**src/rtl/exec_pkg.sv**
```systemverilog
// -----------------------------------------------------------------------------
// exec_pkg
// Shared definitions for the execute-stage multiply/divide unit:
//   - md_op_e    : encodings of the md_op command field
//   - md_state_e : iteration FSM states
//   - DEFAULT_DATA_W : operand / HI / LO width used by the 32-bit core
// -----------------------------------------------------------------------------
package exec_pkg;

  localparam int DEFAULT_DATA_W = 32;

  typedef enum logic [2:0] {
    MD_MULT  = 3'b000,
    MD_MULTU = 3'b001,
    MD_DIV   = 3'b010,
    MD_DIVU  = 3'b011,
    MD_MTHI  = 3'b100,
    MD_MTLO  = 3'b101
  } md_op_e;

  typedef enum logic [1:0] {
    ST_IDLE = 2'b00,
    ST_MUL  = 2'b01,
    ST_DIV  = 2'b10,
    ST_FIX  = 2'b11
  } md_state_e;

endpackage

```
**src/rtl/md_div_step.sv**
```systemverilog
// -----------------------------------------------------------------------------
// md_div_step
// One combinational restoring-division step on unsigned magnitudes.
// The partial remainder is shifted left by one, pulling in the next dividend
// bit from the top of the quotient register; if the divisor fits, it is
// subtracted and a 1 enters the quotient, otherwise the shifted remainder is
// kept and a 0 enters the quotient.
// Ports:
//   rem_in  / quo_in  : current partial remainder / dividend-quotient register
//   divisor           : unsigned divisor magnitude
//   rem_out / quo_out : values after this step
// -----------------------------------------------------------------------------
module md_div_step
  import exec_pkg::*;
#(
  parameter int DATA_W = DEFAULT_DATA_W
) (
  input  logic [DATA_W-1:0] rem_in,
  input  logic [DATA_W-1:0] quo_in,
  input  logic [DATA_W-1:0] divisor,
  output logic [DATA_W-1:0] rem_out,
  output logic [DATA_W-1:0] quo_out
);

  logic [DATA_W:0] shifted;
  logic [DATA_W:0] diff;

  always_comb begin
    // The remainder is always below the divisor, so the shifted value fits in
    // DATA_W+1 bits and a borrow out of the top bit means "does not fit".
    shifted = {rem_in, quo_in[DATA_W-1]};
    diff    = shifted - {1'b0, divisor};
    if (diff[DATA_W]) begin
      rem_out = shifted[DATA_W-1:0];
      quo_out = {quo_in[DATA_W-2:0], 1'b0};
    end else begin
      rem_out = diff[DATA_W-1:0];
      quo_out = {quo_in[DATA_W-2:0], 1'b1};
    end
  end

endmodule

```
**src/rtl/exec_muldiv_unit.sv**
```systemverilog
// -----------------------------------------------------------------------------
// exec_muldiv_unit
// Iterative multiply/divide unit owning the architectural HI/LO registers.
// Executes MULT, MULTU, DIV, DIVU (one bit per cycle) and MTHI/MTLO.
// Operations work on unsigned magnitudes; signs are applied in the FIX state.
//
// Optional build macro:
//   MULDIV_EARLY_OUT_EN : multiply terminates as soon as no multiplier bits
//                         remain set (variable latency, identical results).
//
// Ports:
//   clock        : rising-edge clock
//   reset_n      : asynchronous active-low reset
//   start        : operation request, sampled only while busy is low
//   md_op        : MULT/MULTU/DIV/DIVU/MTHI/MTLO, other codes are NOP
//   rs_data      : dividend / multiplicand / MTHI-MTLO source
//   rt_data      : divisor / multiplier
//   flush        : kill in-flight operation, also blocks a same-cycle start
//   busy         : iteration in progress (MUL, DIV or FIX)
//   done         : one-cycle pulse when HI/LO take a mult/div result
//   div_by_zero  : set with done when a divide had a zero divisor
//   hi, lo       : HI and LO registers
// -----------------------------------------------------------------------------
module exec_muldiv_unit
  import exec_pkg::*;
#(
  parameter int DATA_W = DEFAULT_DATA_W
) (
  input  logic              clock,
  input  logic              reset_n,
  input  logic              start,
  input  logic [2:0]        md_op,
  input  logic [DATA_W-1:0] rs_data,
  input  logic [DATA_W-1:0] rt_data,
  input  logic              flush,
  output logic              busy,
  output logic              done,
  output logic              div_by_zero,
  output logic [DATA_W-1:0] hi,
  output logic [DATA_W-1:0] lo
);

  localparam int CNT_W = $clog2(DATA_W) + 1;
  localparam logic [CNT_W-1:0] CNT_LOAD = CNT_W'(DATA_W);
  localparam logic [CNT_W-1:0] CNT_ONE  = CNT_W'(1);

  // Two's-complement magnitude; the most-negative value maps to 2^(W-1),
  // which is exactly representable as an unsigned magnitude.
  function automatic logic [DATA_W-1:0] magnitude(input logic signed [DATA_W-1:0] v,
                                                  input logic                     is_signed);
    magnitude = (is_signed && v[DATA_W-1]) ? -v : v;
  endfunction

  function automatic logic [DATA_W-1:0] apply_sign(input logic [DATA_W-1:0] v,
                                                   input logic              negate);
    apply_sign = negate ? -v : v;
  endfunction

  function automatic logic [2*DATA_W-1:0] apply_sign_wide(input logic [2*DATA_W-1:0] v,
                                                          input logic                negate);
    apply_sign_wide = negate ? -v : v;
  endfunction

  // Control state (asynchronously reset)
  md_state_e         state_q, state_d;
  logic [CNT_W-1:0]  cnt_q, cnt_d;
  logic              busy_q, busy_d;
  logic              done_q, done_d;
  logic              dbz_q, dbz_d;
  logic              dbz_pend_q, dbz_pend_d;
  logic              is_div_q, is_div_d;
  logic              neg_q, neg_d;        // negate product / quotient
  logic              rneg_q, rneg_d;      // negate remainder
  logic [DATA_W-1:0] hi_q, hi_d;
  logic [DATA_W-1:0] lo_q, lo_d;

  // Datapath state (no reset needed; always loaded before use).
  // acc holds the product for multiply and {remainder, quotient} for divide;
  // mcand holds the left-shifting multiplicand or, in its low half, the divisor.
  logic [2*DATA_W-1:0] acc_q, acc_d;
  logic [2*DATA_W-1:0] mcand_q, mcand_d;
  logic [DATA_W-1:0]   mplr_q, mplr_d;

  logic                op_signed;
  logic [DATA_W-1:0]   rs_mag;
  logic [DATA_W-1:0]   rt_mag;
  logic [2*DATA_W-1:0] mul_sum;
  logic [DATA_W-1:0]   div_rem;
  logic [DATA_W-1:0]   div_quo;

  md_div_step #(
    .DATA_W (DATA_W)
  ) u_div_step (
    .rem_in  (acc_q[2*DATA_W-1:DATA_W]),
    .quo_in  (acc_q[DATA_W-1:0]),
    .divisor (mcand_q[DATA_W-1:0]),
    .rem_out (div_rem),
    .quo_out (div_quo)
  );

  always_comb begin
    state_d    = state_q;
    cnt_d      = cnt_q;
    busy_d     = busy_q;
    done_d     = 1'b0;
    dbz_d      = dbz_q;
    dbz_pend_d = dbz_pend_q;
    is_div_d   = is_div_q;
    neg_d      = neg_q;
    rneg_d     = rneg_q;
    hi_d       = hi_q;
    lo_d       = lo_q;
    acc_d      = acc_q;
    mcand_d    = mcand_q;
    mplr_d     = mplr_q;

    op_signed = (md_op == MD_MULT) || (md_op == MD_DIV);
    rs_mag    = magnitude(rs_data, op_signed);
    rt_mag    = magnitude(rt_data, op_signed);
    mul_sum   = acc_q + (mplr_q[0] ? mcand_q : '0);

    case (state_q)
      ST_IDLE: begin
        if (start && !flush) begin
          dbz_d = 1'b0;
          case (md_op)
            MD_MULT, MD_MULTU: begin
              is_div_d   = 1'b0;
              dbz_pend_d = 1'b0;
              neg_d      = op_signed & (rs_data[DATA_W-1] ^ rt_data[DATA_W-1]);
              rneg_d     = 1'b0;
              acc_d      = '0;
              mcand_d    = {{DATA_W{1'b0}}, rs_mag};
              mplr_d     = rt_mag;
              cnt_d      = CNT_LOAD;
              busy_d     = 1'b1;
              state_d    = ST_MUL;
`ifdef MULDIV_EARLY_OUT_EN
              if (rt_mag == '0) begin
                state_d = ST_FIX;
              end
`endif
            end
            MD_DIV, MD_DIVU: begin
              is_div_d = 1'b1;
              busy_d   = 1'b1;
              if (rt_data == '0) begin
                // Preload the architected zero-divisor result and finish in FIX.
                dbz_pend_d = 1'b1;
                neg_d      = 1'b0;
                rneg_d     = 1'b0;
                acc_d      = {rs_data, {DATA_W{1'b1}}};
                cnt_d      = '0;
                state_d    = ST_FIX;
              end else begin
                dbz_pend_d = 1'b0;
                neg_d      = op_signed & (rs_data[DATA_W-1] ^ rt_data[DATA_W-1]);
                rneg_d     = op_signed & rs_data[DATA_W-1];
                acc_d      = {{DATA_W{1'b0}}, rs_mag};
                mcand_d    = {{DATA_W{1'b0}}, rt_mag};
                cnt_d      = CNT_LOAD;
                state_d    = ST_DIV;
              end
            end
            MD_MTHI: hi_d = rs_data;
            MD_MTLO: lo_d = rs_data;
            default: ;
          endcase
        end
      end

      ST_MUL: begin
        if (flush) begin
          state_d = ST_IDLE;
          busy_d  = 1'b0;
          cnt_d   = '0;
        end else begin
          acc_d   = mul_sum;
          mcand_d = mcand_q << 1;
          mplr_d  = mplr_q >> 1;
          cnt_d   = cnt_q - CNT_ONE;
          if (cnt_q == CNT_ONE) begin
            state_d = ST_FIX;
          end
`ifdef MULDIV_EARLY_OUT_EN
          if (mplr_d == '0) begin
            state_d = ST_FIX;
          end
`endif
        end
      end

      ST_DIV: begin
        if (flush) begin
          state_d = ST_IDLE;
          busy_d  = 1'b0;
          cnt_d   = '0;
        end else begin
          acc_d = {div_rem, div_quo};
          cnt_d = cnt_q - CNT_ONE;
          if (cnt_q == CNT_ONE) begin
            state_d = ST_FIX;
          end
        end
      end

      ST_FIX: begin
        state_d = ST_IDLE;
        busy_d  = 1'b0;
        cnt_d   = '0;
        if (!flush) begin
          done_d = 1'b1;
          dbz_d  = dbz_pend_q;
          if (is_div_q) begin
            hi_d = apply_sign(acc_q[2*DATA_W-1:DATA_W], rneg_q);
            lo_d = apply_sign(acc_q[DATA_W-1:0], neg_q);
          end else begin
            {hi_d, lo_d} = apply_sign_wide(acc_q, neg_q);
          end
        end
      end

      default: begin
        state_d = ST_IDLE;
        busy_d  = 1'b0;
      end
    endcase
  end

  // FSM and architectural registers
  always_ff @(posedge clock or negedge reset_n) begin
    if (!reset_n) begin
      state_q    <= ST_IDLE;
      cnt_q      <= '0;
      busy_q     <= 1'b0;
      done_q     <= 1'b0;
      dbz_q      <= 1'b0;
      dbz_pend_q <= 1'b0;
      is_div_q   <= 1'b0;
      neg_q      <= 1'b0;
      rneg_q     <= 1'b0;
      hi_q       <= '0;
      lo_q       <= '0;
    end else begin
      state_q    <= state_d;
      cnt_q      <= cnt_d;
      busy_q     <= busy_d;
      done_q     <= done_d;
      dbz_q      <= dbz_d;
      dbz_pend_q <= dbz_pend_d;
      is_div_q   <= is_div_d;
      neg_q      <= neg_d;
      rneg_q     <= rneg_d;
      hi_q       <= hi_d;
      lo_q       <= lo_d;
    end
  end

  // Iteration datapath
  always_ff @(posedge clock) begin
    acc_q   <= acc_d;
    mcand_q <= mcand_d;
    mplr_q  <= mplr_d;
  end

  assign busy        = busy_q;
  assign done        = done_q;
  assign div_by_zero = dbz_q;
  assign hi          = hi_q;
  assign lo          = lo_q;

endmodule

```
**config.mk**
```make
export PLATFORM = sky130hd
export DESIGN_NAME = exec_muldiv_unit
export DESIGN_NICKNAME = d
export VERILOG_FILES = /design/src/rtl/exec_pkg.sv /design/src/rtl/md_div_step.sv /design/src/rtl/exec_muldiv_unit.sv
export SDC_FILE = /design/constraint.sdc
export NUM_CORES = 1
export LEC_CHECK = 0
export CAP_MARGIN = 20
export CORE_MARGIN = 2
export CORE_UTILIZATION = 45
export CTS_BUF_LIST = sky130_fd_sc_hd__clkbuf_8
export DETAILED_ROUTE_END_ITERATION = 10
export MAX_ROUTING_LAYER = met4
export PLACE_DENSITY = 0.62
export SLEW_MARGIN = 5
export SYNTH_ARGS = -nofsm -noshare
export SYNTH_HDL_FRONTEND = slang
export SYNTH_SLANG_ARGS = --single-unit
```
**constraint.sdc**
```tcl
create_clock -name clock -period 7.93 [get_ports clock]
set_clock_uncertainty 0.05 [all_clocks]
set_input_delay 1.1895 -clock clock [delete_from_list [all_inputs] [get_ports clock]]
set_output_delay 1.1895 -clock clock [all_outputs]
set_load 0.02 [all_outputs]
```
==> results.md, run 1 <==
* Status: complete, no violations
* Die outline width at 215 microns
* Worst hold path type: in2async
* Max Cap Viol at 0
* Worst EP arrival at 5200 ps
* Share of cell area taken by muxes after synthesis at 0.0197
* Top achievable clock speed at 205 MHz
* Primary flip-flop cell chosen by synthesis mapping: sky130_fd_sc_hd__edfxtp_1
* Post-detailed-placement cell area at 21900 sq um
* Worst Setup SP: mplr_q[0]$_DFFE_PP_
* Number of antenna-violating nets in the routed design at 0
* Yosys Warn Count at 0
* Total area of multi-input combinational cells at 12500 sq um
* Largest fanout on the critical path at 64
* Setup Viol. Count Final at 0
* Hold Buf Count CTS at 0
* Number of clock buffers inserted by TritonCTS at 46
* Final non-filler cell area at 22800 sq um
* Setup slack at placement at 2950 ps
* Post-Syn Area per Cell at 8.31 sq um
* Number of design rule violations left after detail routing at 0
* Number of vias after detailed routing at 19300
* Via density per instance at 6.20
* Xor and xnor area share after synthesis at 0.0898
* Die area at 46400 sq um
* Worst IR drop on VDD at 0.287 mV
* Required time at the worst-slack endpoint at 8260 ps
* Core Rows at 77
* Number of antenna violations at the first check in global routing at 1
* Static leakage at 9.03 nW
* All-layer global routing usage at 0.343
* Reg2Reg Launch Point: mplr_q[0]$_DFFE_PP_
* Total negative setup slack at 0 ps
* Worst-skew pair later-pin latency at 670 ps
* Main combinational cell family by area after synthesis: compound AO/OA/AOI/OAI gates
* CORE AREA at 44100 sq um
* Final clock period utilization by the worst path at 0.615
* Sequential cell area at 6780 sq um
* Adder and majority gate portion of the synthesized area at 0.0673
* Maximum number of pins on one net before global-route repair at 73
* Actual slew at the worst max-slew pin at 1030 ps
* Routability congestion estimate at 0.986
* Clock transition at the registers of the reported paths at 60 ps
* Headroom to the max-slew limit at 0.312
* CTS H-Tree Depth at 2
* Minimum clock period after layout at 4870 ps
* Mapped cell area at 20100 sq um
* Die Y-Extent at 215 microns
* Final hold violation count at 0
* Share of synthesized area occupied by flip-flops and latches at 0.337
* Detailed placement HPWL at 60200 microns
* Yosys reg bits at 239
* Worst setup path class: reg2reg
* Number of top-level pins at 138
* Detailed-router iteration count before antenna repair at 6
* CTS tree: done
* Largest buffer count on any clock path at 3
* Crit. End Element: flop
* Initial core utilization at 0.456
* Async SR Flop Fraction at 0.331
* Growth of design area from synthesis to finish at 13.4%
* Fill cell instance count of the final layout at 4398
* Number of synthesized flops with an enable pin at 160
* Port Buffer Count at 137
* Overall overflow remaining after global route at 0
* Simple-gate portion of the synthesized area at 0.193
* RSZ-0062 raised after global routing: false
* Min setup slack post-route at 3060 ps
* Launching element type of the critical path: flop
* Power density of the placed cells at 453 nW/um^2
* Count of nets after finishing at 2659
* Iteration-0 DRC Markers at 2021
* Wire length per cell at 25.2 microns
* Cell count after synthesis at 2419
* Total Routed Length at 78400 microns
* Global-route wire length before repair at 116000 microns
* Setup bufs post-CTS at 0
* Library cells used by synthesis at 79
* Number of global-route vias before repair at 18000
* Final Max Slew Viols at 0
* Net count of the mapped netlist at 2597
* CTS root buf: sky130_fd_sc_hd__clkbuf_8
* Post-synthesis compound-gate area fraction at 0.250
* Cts repair resizes at 0
* Sinks on Clock Net at 239
* Layout cells sized above 1 at 0.0604
-- worst max-delay path, stage by stage, from the launching register on --
cell,delay [ps]
sky130_fd_sc_hd__edfxtp_1,320
sky130_fd_sc_hd__buf_4,440
sky130_fd_sc_hd__and2_1,210
sky130_fd_sc_hd__ha_1,190
sky130_fd_sc_hd__inv_1,70
sky130_fd_sc_hd__fa_1,400
sky130_fd_sc_hd__nor2b_1,170
sky130_fd_sc_hd__o211ai_1,120
sky130_fd_sc_hd__a31oi_1,480
sky130_fd_sc_hd__a21o_1,260
sky130_fd_sc_hd__a31o_2,280
sky130_fd_sc_hd__o221ai_1,340
sky130_fd_sc_hd__o21ba_2,340
sky130_fd_sc_hd__o41ai_1,420
sky130_fd_sc_hd__xor2_1,140
sky130_fd_sc_hd__a221o_1,340
-- flip-flops by register name, indices dropped and copies added (netlist names), 2 cells and up --
name     flops
cnt_q        6
acc_q       64
hi          32
mplr_q      32
state_q      2
mcand_q     64
lo          32
-- cell type report --
type,instances,share of cell area
clock inverters,31,0.00894
diodes,1,0.000110
clock buffers,51,0.0308
flip-flops and latches,239,0.297
well taps,592,0.0325
inverters,77,0.0127
repair buffers,162,0.0683
multi-input cells,1955,0.549
-- layout by cell type, fill, tap and decap left out, types with 13 or more instances in the layout --
master                              n
sky130_fd_sc_hd__o31ai_1           24
sky130_fd_sc_hd__nand2b_1          22
sky130_fd_sc_hd__nor4_1            24
sky130_fd_sc_hd__a31oi_1           23
sky130_fd_sc_hd__nor2b_1           25
sky130_fd_sc_hd__and3_1            18
sky130_fd_sc_hd__a22oi_1           30
sky130_fd_sc_hd__a21oi_1          223
sky130_fd_sc_hd__nand4_1           23
sky130_fd_sc_hd__o211ai_1          13
sky130_fd_sc_hd__o21ai_0          248
sky130_fd_sc_hd__nand2_1          241
sky130_fd_sc_hd__o21a_1            15
sky130_fd_sc_hd__and2_1           107
sky130_fd_sc_hd__a21o_1            71
sky130_fd_sc_hd__or3_1             15
sky130_fd_sc_hd__clkdlybuf4s50_1  136
sky130_fd_sc_hd__nand3_1           35
sky130_fd_sc_hd__mux2i_1           26
sky130_fd_sc_hd__dfrtp_1           79
sky130_fd_sc_hd__clkbuf_8          51
sky130_fd_sc_hd__nor3_1            41
sky130_fd_sc_hd__inv_1             87
sky130_fd_sc_hd__a211oi_1          42
sky130_fd_sc_hd__or4_1             13
sky130_fd_sc_hd__buf_4             26
sky130_fd_sc_hd__xnor2_1          120
sky130_fd_sc_hd__edfxtp_1         160
sky130_fd_sc_hd__o21bai_1          21
sky130_fd_sc_hd__xor2_1            86
sky130_fd_sc_hd__ha_1             103
sky130_fd_sc_hd__nor2_1           189
-- worst paths after layout --
check	cells after the start	slack, ps	end
max in group asynchronous	2	6370	hi[20]$_DFFE_PN0P_
min	1	360	lo[16]$_DFFE_PN0P_
min reg2reg	1	420	hi[19]$_DFFE_PN0P_
max	15	3060	acc_q[62]$_DFFE_PP_
max reg2reg	15	3060	acc_q[62]$_DFFE_PP_
min in group clock	1	420	hi[19]$_DFFE_PN0P_
-- metrics by stage --
step	instances	power (mW)	utilization	hold slack [ps]
2_1_floorplan	2419	6.78	-	401
3_3_place_gp	3025	8.86	0.496	411
3_5_place_dp	3025	8.89	0.496	414
4_1_cts	3107	10.2	0.517	338
5_1_grt	3108	11.0	0.517	366
6_report	3108	10.3	0.517	361
-- report_power, final --
group,switching [mW],leakage (nW),internal [mW]
combinational,3.94,6.00,2.34
clock,0.609,0.512,0.660
sequential,0.712,2.53,2.06
-- cells in the mapped netlist (all sizes together) (13+ instances only) --
cell type	number	share of area
a211oi	43	0.016
a21o	71	0.027
a21oi	230	0.058
a22oi	30	0.011
a31oi	23	0.0072
and2	107	0.033
and3	18	0.0056
buf	19	0.0046
clkbuf	129	0.024
dfrtp	79	0.098
edfxtp	160	0.24
ha	105	0.065
inv	77	0.014
mux2i	26	0.013
nand2	242	0.045
nand2b	22	0.0068
nand3	35	0.0087
nand4	23	0.0072
nor2	192	0.037
nor2b	26	0.0081
nor3	44	0.011
nor4	25	0.0081
o211ai	13	0.0049
o21a	15	0.0056
o21ai	254	0.063
o21bai	21	0.0078
o31ai	24	0.0090
o41ai	14	0.0068
or3	17	0.0058
or4	14	0.0054
xnor2	120	0.052
xor2	86	0.037
-- cell families (layout without fill, tap and decap cells) --
group,after synthesis,count (layout)
xor gates and xnor gates,206,206
muxes,38,38
and+or+nand+nor,793,793
other,0,1
adders and majority gates,107,107
AOI/OAI and AO/OA,811,811
DFF,239,239
buffers and inverters,225,321
-- metal layers --
| layer | up-vias | wire [microns] | GRT usage |
|---|---|---|---|
| met5 | - | 0 | - |
| met4 | 0 | 3050 | 0.125 |
| met3 | 142 | 7690 | 0.0586 |
| met2 | 1040 | 32500 | 0.487 |
| met1 | 9157 | 35200 | 0.487 |
| li1 | 8933 | - | - |
Note: power is estimated with default switching activity, not from simulation.
==> inputs of run 2 (changes only) <==
Settings changed: PLACE_DENSITY 0.62 to 0.64.
Clock period 7.93 ns to 3.9 ns, I/O delays scaled along.
==> run 2 against run 1 <==
Compared with the run above: maximum frequency up 26%; sequential power up 77%; clock power up 100%; worst hold slack worse by 320 ps; global-route usage up 2.6 points; sequential share of layout area down 2.9 points; final cell count up 7.9%; non-clock buffer count up 244; worst setup slack worse by 3000 ps; power up 130%; critical endpoint is now acc_q[63]$_DFFE_PP_; largest power group unchanged.
==> results.md, run 2 (synthesized netlist as in run 1, its figures left out) <==
* Maximum number of pins on one net before global-route repair at 81
* Worst slack on hold paths at 36.4 ps
* Growth of design area from synthesis to finish at 25.5%
* Total area of multi-input combinational cells at 13000 sq um
* CORE AREA at 44100 sq um
* Crit. End Element: flop
* Status: complete, no violations
* Cell with the largest stage delay on the worst path: sky130_fd_sc_hd__or4_1
* Largest buffer count on any clock path at 3
* Setup slack at placement at -84.8 ps
* FF-to-FF setup slack at 30 ps
* Detailed placement HPWL at 66300 microns
* Global-route wire length before repair at 124000 microns
* Worst IR drop on VDD at 0.364 mV
* Iteration-0 DRC Markers at 2459
* Post-route insts no fill at 3354
* Detailed-router iteration count before antenna repair at 6
* Worst EP arrival at 4170 ps
* Sinks on Clock Net at 239
* Minimum clock period after layout at 3870 ps
* Via density per instance at 6.12
* Number of antenna-violating nets in the routed design at 0
* Number of vias after detailed routing at 20500
* Clock transition at the registers of the reported paths at 60 ps
* Final hold violation count at 0
* Die Y-Extent at 215 microns
* Number of antenna violations at the first check in global routing at 2
* Biggest registers after layout: acc_q: 64 flops, mcand_q: 64 flops
* Worst setup path class: reg2reg
* Placed Cells incl. Taps at 3252
* Layer carrying the most global-route usage: met1
* M1 GR Usage at 0.514
* Launching element type of the critical path: flop
* Port Buffer Count at 137
* CTS root buf: sky130_fd_sc_hd__clkbuf_8
* Most common cell after layout, fill and taps aside: sky130_fd_sc_hd__buf_4
* Worst reg2reg endpoint: acc_q[63]$_DFFE_PP_
* Overall overflow remaining after global route at 0
* Fill cell instance count of the final layout at 4185
* Required time at the worst-slack endpoint at 4200 ps
* Initial core utilization at 0.456
* Wire length per cell at 25.5 microns
* Met3 usage at 0.0829
* Die area at 46400 sq um
* Final cell utilization of the core at 0.572
* Largest fanout on the critical path at 6
* CTS tree: done
* Headroom to the max-slew limit at 0.330
* Largest stage delay on the critical path at 500 ps
* Chain of cells forming the critical path: buf_6, buf_12, buf_4, and2_1, ha_1, buf_4, a21oi_1, o21ai_2, a211oi_1, a211oi_2, nand2_1, a31oi_4, o2111ai_2, nand2_1, and3_1, or4_1
* Min setup slack post-route at 29.1 ps
* Hold Buf Count CTS at 0
* Worst-skew pair later-pin latency at 660 ps
* Routability congestion estimate at 1.04
* Setup Viol. Count Final at 0
* Final clock period utilization by the worst path at 0.993
* All-layer global routing usage at 0.369
* Global routing met2 resource utilization at 0.507
* Depth of the worst register-to-register path at 16
* Worst hold path type: in2async
* Most frequent cells in the layout: sky130_fd_sc_hd__buf_4 (255), sky130_fd_sc_hd__nand2_1 (239), sky130_fd_sc_hd__o21ai_0 (236), sky130_fd_sc_hd__a21oi_1 (209), sky130_fd_sc_hd__nor2_1 (187)
* Total Routed Length at 85400 microns
* Reg2Reg Launch Point: mplr_q[0]$_DFFE_PP_
* Static leakage at 10.4 nW
* Max Cap Viol at 0
* Top achievable clock speed at 258 MHz
* Core Rows at 77
* Final Max Slew Viols at 0
* Sequential cell area at 6780 sq um
* Actual slew at the worst max-slew pin at 1000 ps
* Power density of the placed cells at 922 nW/um^2
* Number of design rule violations left after detail routing at 0
* Number of clock buffers inserted by TritonCTS at 47
* Die outline width at 215 microns
* Number of top-level pins at 138
* CTS H-Tree Depth at 2
* Layout cells sized above 1 at 0.166
* Number of global-route vias before repair at 19300
* Count of nets after finishing at 2904
-- run 2: cell types whose count changed in the layout (fill, tap and decap cells not counted), sizes merged --
cell,delta
diode,+1
clkinv,-7
bufinv,-1
buf,+241
inv,+6
clkbuf,+6
-- run 2: worst max path at each step --
stage               slack, ps                       end           startpoint  cells after the start
floorplan                  20  mcand_q[0]$_SDFFCE_PP0P_           rt_data[0]                     10
global placement          -10     mcand_q[29]$_DFFE_PP_          rs_data[12]                     11
detailed placement        -80       acc_q[62]$_DFFE_PP_  mplr_q[0]$_DFFE_PP_                     14
CTS                        -8       acc_q[63]$_DFFE_PP_  mplr_q[0]$_DFFE_PP_                     14
global route              -60       acc_q[63]$_DFFE_PP_  mplr_q[0]$_DFFE_PP_                     17
finish                     30       acc_q[63]$_DFFE_PP_  mplr_q[0]$_DFFE_PP_                     16
-- run 2: metrics by stage --
step | area [sq um] | TNS (ps) | power [mW]
2_1_floorplan | 20100 | 0 | 13.7
3_3_place_gp | 23700 | -20.1 | 19.6
3_5_place_dp | 23700 | -297 | 19.7
4_1_cts | 24600 | -7.97 | 22.3
5_1_grt | 25200 | -60.2 | 24.5
6_report | 25200 | 0 | 23.3
-- run 2: area by class of cell --
type,instances,share of cell area
Multi-Input combinational cell,1955,0.515
Sequential cell,239,0.269
Timing Repair Buffer,406,0.140
Clock buffer,54,0.0295
Tap cell,592,0.0294
Inverter,77,0.0115
Clock inverter,29,0.00640
Antenna cell,2,0.000198
-- run 2: timing repair --
item	CTS	global route
resized for setup	8	94
pin swaps	3	30
setup buffers	0	14
cloned	0	3
setup endpoints to repair	4	21
-- run 2: metal layers --
metal / share of wire / routed length [microns] / vias up
met5: 0 / 0 / -
met4: 0.049 / 4190 / 0
met3: 0.12 / 9930 / 185
met2: 0.40 / 34500 / 1147
met1: 0.43 / 36700 / 9792
li1: - / - / 9412
-- run 2: power by group --
group          switching, mW  leakage (nW)  total, mW  internal (mW)
clock network           1.21         0.527       2.54           1.33
registers              0.754          2.53       4.91           4.16
logic                   9.51          7.32       15.8           6.29
total                   11.5          10.4       23.3           11.8
-- run 2: worst max-delay path, delay by kind of cell, from the launching register on --
kind	cells	cell delay (ps)
compound gates	6	1080
flops	1	470
simple gates	5	1080
buf+inv	4	610
fa+ha+maj	1	290
==> inputs of run 3 (changes only) <==
Settings changed: TNS_END_PERCENT from default to 100.
==> results of run 3 <==
Final layout, timing and power as in run 2 (identical DEF).
